<file path="src/rtl/enigma_step_ctrl.sv">
// enigma_step_ctrl: sequencing controller for the rotor datapath.
// Owns the three rotor positions and steps them on every accepted key,
// including the double step of the middle rotor. It launches one datapath pass
// per key and returns the cipher letter over a valid/ready output.
module enigma_step_ctrl #(
    parameter logic [4:0] NOTCH1  = 5'd16,
    parameter logic [4:0] NOTCH2  = 5'd4,
    parameter logic [3:0] TIMEOUT = 4'd15
) (
    input  logic       clk,
    input  logic       rst,
    input  logic       key_valid,
    output logic       key_ready,
    input  logic [4:0] key_in,
    input  logic       cfg_load,
    input  logic [4:0] cfg_pos1,
    input  logic [4:0] cfg_pos2,
    input  logic [4:0] cfg_pos3,
    output logic       dp_start,
    output logic [4:0] dp_data,
    output logic [4:0] dp_r1,
    output logic [4:0] dp_r2,
    output logic [4:0] dp_r3,
    input  logic       dp_done,
    input  logic [4:0] dp_result,
    output logic       out_valid,
    input  logic       out_ready,
    output logic [4:0] out_data,
    output logic       busy,
    output logic       err
);

    typedef enum logic [2:0] {
        IDLE  = 3'd0,
        STEP  = 3'd1,
        ISSUE = 3'd2,
        WAIT  = 3'd3,
        OUT   = 3'd4
    } state_t;

    state_t     state_r;
    state_t     state_nxt_s;
    logic [4:0] r1_r;
    logic [4:0] r2_r;
    logic [4:0] r3_r;
    logic [4:0] letter_r;
    logic [4:0] out_data_r;
    logic [3:0] cnt_r;
    logic       done_seen_r;
    logic       dp_start_r;
    logic       out_valid_r;
    logic       busy_r;
    logic       err_r;

    logic       in_idle_s;
    logic       cfg_ok_s;
    logic       key_ok_s;
    logic       accept_s;
    logic       done_s;
    logic       tmo_hit_s;
    logic       err_nxt_s;

    // Position increment modulo 26 (Z wraps to A).
    function automatic logic [4:0] inc26(input logic [4:0] v);
        if (v >= 5'd25) begin
            return 5'd0;
        end else begin
            return v + 5'd1;
        end
    endfunction

    // A configuration load takes the IDLE cycle, so a key waits one cycle.
    assign in_idle_s = (state_r == IDLE);
    assign key_ready = in_idle_s & ~cfg_load;
    assign cfg_ok_s  = (cfg_pos1 <= 5'd25) && (cfg_pos2 <= 5'd25) && (cfg_pos3 <= 5'd25);
    assign key_ok_s  = (key_in <= 5'd25);
    assign accept_s  = key_ready & key_valid & key_ok_s;
    // A completion that arrived during ISSUE is remembered in done_seen_r.
    assign done_s    = dp_done | done_seen_r;
    assign tmo_hit_s = (cnt_r == (TIMEOUT - 4'd1));

    assign dp_start  = dp_start_r;
    assign dp_data   = letter_r;
    assign dp_r1     = r1_r;
    assign dp_r2     = r2_r;
    assign dp_r3     = r3_r;
    assign out_valid = out_valid_r;
    assign out_data  = out_data_r;
    assign busy      = busy_r;
    assign err       = err_r;

    // Next-state decode and error pulse request.
    always_comb begin
        state_nxt_s = state_r;
        err_nxt_s   = 1'b0;
        case (state_r)
            IDLE: begin
                if (cfg_load) begin
                    state_nxt_s = IDLE;
                    err_nxt_s   = ~cfg_ok_s;
                end else if (key_valid) begin
                    if (key_ok_s) begin
                        state_nxt_s = STEP;
                    end else begin
                        state_nxt_s = IDLE;
                        err_nxt_s   = 1'b1;
                    end
                end else begin
                    state_nxt_s = IDLE;
                end
            end
            STEP:  state_nxt_s = ISSUE;
            ISSUE: state_nxt_s = WAIT;
            WAIT: begin
                if (done_s) begin
                    state_nxt_s = OUT;
                end else if (tmo_hit_s) begin
                    state_nxt_s = IDLE;
                    err_nxt_s   = 1'b1;
                end else begin
                    state_nxt_s = WAIT;
                end
            end
            OUT: begin
                if (out_ready) begin
                    state_nxt_s = IDLE;
                end else begin
                    state_nxt_s = OUT;
                end
            end
            default: state_nxt_s = IDLE;
        endcase
    end

    // State register.
    always_ff @(posedge clk or negedge rst) begin
        if (!rst) begin
            state_r <= IDLE;
        end else begin
            state_r <= state_nxt_s;
        end
    end

    // Rotor positions: config load in IDLE, stepping from pre-step values in STEP.
    always_ff @(posedge clk or negedge rst) begin
        if (!rst) begin
            r1_r <= 5'd0;
            r2_r <= 5'd0;
            r3_r <= 5'd0;
        end else if (in_idle_s && cfg_load && cfg_ok_s) begin
            r1_r <= cfg_pos1;
            r2_r <= cfg_pos2;
            r3_r <= cfg_pos3;
        end else if (state_r == STEP) begin
            r1_r <= inc26(r1_r);
            if ((r1_r == NOTCH1) || (r2_r == NOTCH2)) begin
                r2_r <= inc26(r2_r);
            end
            if (r2_r == NOTCH2) begin
                r3_r <= inc26(r3_r);
            end
        end
    end

    // Latch the accepted letter; it stays on dp_data until the next key.
    always_ff @(posedge clk or negedge rst) begin
        if (!rst) begin
            letter_r <= 5'd0;
        end else if (accept_s) begin
            letter_r <= key_in;
        end
    end

    // Completion capture and WAIT timeout counter.
    always_ff @(posedge clk or negedge rst) begin
        if (!rst) begin
            cnt_r       <= 4'd0;
            done_seen_r <= 1'b0;
            out_data_r  <= 5'd0;
        end else begin
            if (state_r == ISSUE) begin
                cnt_r       <= 4'd0;
                done_seen_r <= dp_done;
                if (dp_done) begin
                    out_data_r <= dp_result;
                end
            end else if (state_r == WAIT) begin
                if (!done_s) begin
                    cnt_r <= cnt_r + 4'd1;
                end
                if (dp_done && !done_seen_r) begin
                    out_data_r <= dp_result;
                end
            end else begin
                done_seen_r <= 1'b0;
            end
        end
    end

    // Registered status/handshake outputs derived from the next state.
    always_ff @(posedge clk or negedge rst) begin
        if (!rst) begin
            dp_start_r  <= 1'b0;
            out_valid_r <= 1'b0;
            busy_r      <= 1'b0;
            err_r       <= 1'b0;
        end else begin
            dp_start_r  <= (state_nxt_s == ISSUE);
            out_valid_r <= (state_nxt_s == OUT);
            busy_r      <= (state_nxt_s != IDLE);
            err_r       <= err_nxt_s;
        end
    end

endmodule

</file>
<file path="config.mk">
export PLATFORM = sky130hd
export DESIGN_NAME = enigma_step_ctrl
export DESIGN_NICKNAME = d
export VERILOG_FILES = /design/src/rtl/enigma_step_ctrl.sv
export SDC_FILE = /design/constraint.sdc
export NUM_CORES = 1
export LEC_CHECK = 0
export ABC_CLOCK_PERIOD_IN_PS = 2420
export CORE_ASPECT_RATIO = 1.2
export CORE_UTILIZATION = 47
export DETAILED_ROUTE_END_ITERATION = 8
export GPL_TIMING_DRIVEN = 0
export PLACE_DENSITY = 0.81
export SKIP_CTS_REPAIR_TIMING = 1
export SLEW_MARGIN = 20
export SYNTH_ARGS = -nofsm -noshare
export SYNTH_HDL_FRONTEND = slang
export SYNTH_SLANG_ARGS = --single-unit
</file>
<file path="constraint.sdc">
create_clock -name clk -period 2.42 [get_ports clk]
set_input_delay 0.484 -clock clk [delete_from_list [all_inputs] [get_ports clk]]
set_output_delay 0.484 -clock clk [all_outputs]
set_load 0.05 [all_outputs]
</file>
==> impl_metrics.env <==
export IMPL_status="finished, final reports clean"
export IMPL_r2r_cells=5
export IMPL_synth_top_family_by_area="simple AND/OR/NAND/NOR gates"
export IMPL_yosys_area_share_simple=0.217
export IMPL_crit_path_max_incr_delay_ps=550
export IMPL_worstHoldPathType="input pin to asynchronous set/reset pin"
export IMPL_stdcell_area_mm2=0.00283
export IMPL_ios=61
export IMPL_synth_distinct_cells=52
export IMPL_h_tree_depth=2
export IMPL_max_vdd_ir_drop_mv=0.774
export IMPL_antenna_found_initial=0
export IMPL_drc=0
export IMPL_critPathArrivalTime_ps=2450
export IMPL_synth_mux_area_frac=0.0600
export IMPL_diodes=0
export IMPL_yosysTopAreaCell="dfrtp_1"
export IMPL_yosysTopAreaCellShare=0.453
export IMPL_synthArstFlopShare=1.00
export IMPL_clk_pin_slew_worst_paths_ps=70
export IMPL_drive_above_1_share=0.149
export IMPL_worstSkewPairLatency_ps=280
export IMPL_rsz0062_at_grt="false"
export IMPL_grt_pass1_vias=1605
export IMPL_leakagePower_nw=1.21
export IMPL_worstPathCellList="ha_1 -> or4_4 -> and3_4 -> or4b_1 -> a31oi_1"
export IMPL_die_x_um=62.2
export IMPL_io_buffers=60
export IMPL_crit_type="flop to flop"
export IMPL_ys_seq_area_frac=0.453
export IMPL_min_period_over_period=0.927
export IMPL_placementRows=25
export IMPL_vias_per_cell=5.60
export IMPL_syn_area_mm2=0.00204
export IMPL_fin_crit_ps=2240
export IMPL_final_core_util=0.696
export IMPL_syn_nets=234
export IMPL_clk_root_buffer_cell="clkbuf_8"
export IMPL_core_mm2=0.00407
export IMPL_cts_sinks=37
export IMPL_finalSetupViolCount=0
export IMPL_slew_headroom=0.659
export IMPL_die_area_mm2=0.00462
export IMPL_r2r_end="dp_r2[2]$_DFFE_PN0P_"
export IMPL_synth_edf_count=0
export IMPL_cts_tree="yes"
export IMPL_crit_path_end_kind="flop"
export IMPL_r2r_start="dp_r2[0]$_DFFE_PN0P_"
export IMPL_powerDensity_mw_per_mm2=1350
export IMPL_synth_seq_cells=37
export IMPL_gp_congestion=0.827
export IMPL_wl_per_cell_um=13.9
export IMPL_synthAdderAreaFrac=0.0612
export IMPL_timing_fmax_mhz=446
export IMPL_syn_inst=193
export IMPL_crit_start="dp_r2[0]$_DFFE_PN0P_"
export IMPL_grt_use_total=0.204
export IMPL_grt_max_degree=25
export IMPL_crit_slowest_cell="or4_4"
export IMPL_hpwlAfterDp_mm=3.32
export IMPL_crit_fanout=10
export IMPL_die_y_um=74.2
export IMPL_netlist_top_cells_area="dfrtp_1 45%, ha_1 6.1%, mux2_2 5.5%"
export IMPL_clock_path_buffers=2
export IMPL_placed_area_mm2=0.00274
export IMPL_fin_nets=302
export IMPL_rrSetupSlack_ps=180
export IMPL_totalWireLength_mm=4.39
export IMPL_initial_utilization=0.502
export IMPL_tightestPinTransition_ps=510
export IMPL_worst_ep_required_time_ps=2630
export IMPL_synth_compound_area_share=0.162
export IMPL_crit_path_start_kind="flop"
export IMPL_synth_xor_area_frac=0.00857
export IMPL_syn_to_final_growth_pct=38.5
export IMPL_max_cap_violations=0
export IMPL_grt_first_pass_wirelength_mm=7.31
export IMPL_grt_overflow_total=0
export IMPL_yosysWarnings=0
export IMPL_syn_avg_cell_area_um2=10.6
export IMPL_slew_violations=0
export IMPL_ant_nets=0
export IMPL_hold_viol_final=0
export IMPL_firstDrtPassIters=4
export IMPL_cts_buffers=5
export IMPL_vias=1770
export IMPL_synthFlopType="dfrtp_1"
export IMPL_first_iter_violations=88
export IMPL_clock_skew_ps=3.76
## report_power, final
part / internal (mW) / switching [mW] / total, mW
Sequential: 0.880 / 0.278 / 1.16
Combinational: 0.889 / 1.37 / 2.26
Clock: 0.199 / 0.220 / 0.418
## Yosys cell counts, types with 2 or more instances
library cell,n
a21oi_1,5
a221o_1,4
a22o_1,3
a31oi_1,13
and3_1,3
and4bb_2,2
clkbuf_1,2
dfrtp_1,37
ha_1,10
inv_1,8
mux2_2,10
nand2_1,12
nand2b_1,2
nand3_1,12
nor2_1,14
nor3_1,2
nor3b_1,2
nor4_1,2
o211ai_1,5
o21ai_0,8
or3_1,2
or3b_2,2
or4_1,3
xor2_1,2
## cell families after synthesis
family                   count (synthesis)
flip-flops                              37
XOR/XNOR                                 2
AND/OR/NAND/NOR                         72
buffers and inverters                   14
AO/OA/AOI/OAI                           47
adder cells (fa/ha/maj)                 10
multiplexers                            11
## final cells by class
cell class,count,area [µm²]
Fill cell,294,1240
Multi-Input combinational cell,142,1050
Sequential cell,37,927
Timing Repair Buffer,61,626
Clock buffer,5,68.8
Tap cell,54,67.6
Inverter,9,46.3
Buffer,5,31.3
Clock inverter,3,17.5
## registers in the layout, indices dropped and copies added (netlist names)
name and flops:
busy 1, cnt_r 4, done_seen_r 1, dp_data 5, dp_r1 5, dp_r2 5, dp_r3 5, dp_start 1
err 1, out_data 5, out_valid 1, state_r 3
## placed cells by master, fill, tap and decap left out, types with 3 or more instances in the layout
master / Yosys / final
a221o_1: 4 / 4
inv_1: 8 / 8
nor2_1: 14 / 14
a21oi_1: 5 / 5
mux2_2: 10 / 10
o21ai_0: 8 / 8
nand3_1: 12 / 12
or4_1: 3 / 3
a31oi_1: 13 / 13
nand2_1: 12 / 12
clkdlybuf4s50_1: 0 / 58
ha_1: 10 / 10
and3_1: 3 / 3
o211ai_1: 5 / 5
clkbuf_8: 0 / 5
a22o_1: 3 / 3
dfrtp_1: 37 / 36
## routing by layer
layer,wire (µm),GRT usage,vias to the layer above,part of all wire
met5,0,0,-,0
met3,227,0.0368,8,0.052
met2,2240,0.371,58,0.51
met4,61,0.0775,0,0.014
met1,1860,0.245,837,0.42
li1,-,-,867,-
## critical path: cells and delay by family (launching register included)
kind                       cells  cell delay, ps
and+or+nand+nor                3            1270
DFF                            1             480
adders and majority gates      1             250
AOI/OAI and AO/OA              1             170
## worst max-delay path by stage
stage                              to  slack (ps)
5_1_grt          dp_r2[2]$_DFFE_PN0P_          90
3_3_place_gp     dp_r2[1]$_DFFE_PN0P_        -100
3_5_place_dp                key_ready         -90
2_1_floorplan  dp_data[0]$_DFFE_PN0P_          50
4_1_cts                     key_ready        -100
6_report         dp_r2[2]$_DFFE_PN0P_         180
## per-stage QoR
step | power, mW | setup WS [ps] | cells | hold slack [ps] | TNS [ps]
CTS | 3.86 | -102 | 316 | 100 | -102
global placement | 3.38 | -99.6 | 307 | 487 | -181
detailed placement | 3.43 | -87.1 | 308 | 410 | -87.1
global route | 4.07 | 93.5 | 316 | 112 | 0
finish | 3.83 | 177 | 316 | 97.5 | 0
floorplan | 2.70 | 47.1 | 193 | 188 | 0
(Power assumes the default switching activity.)
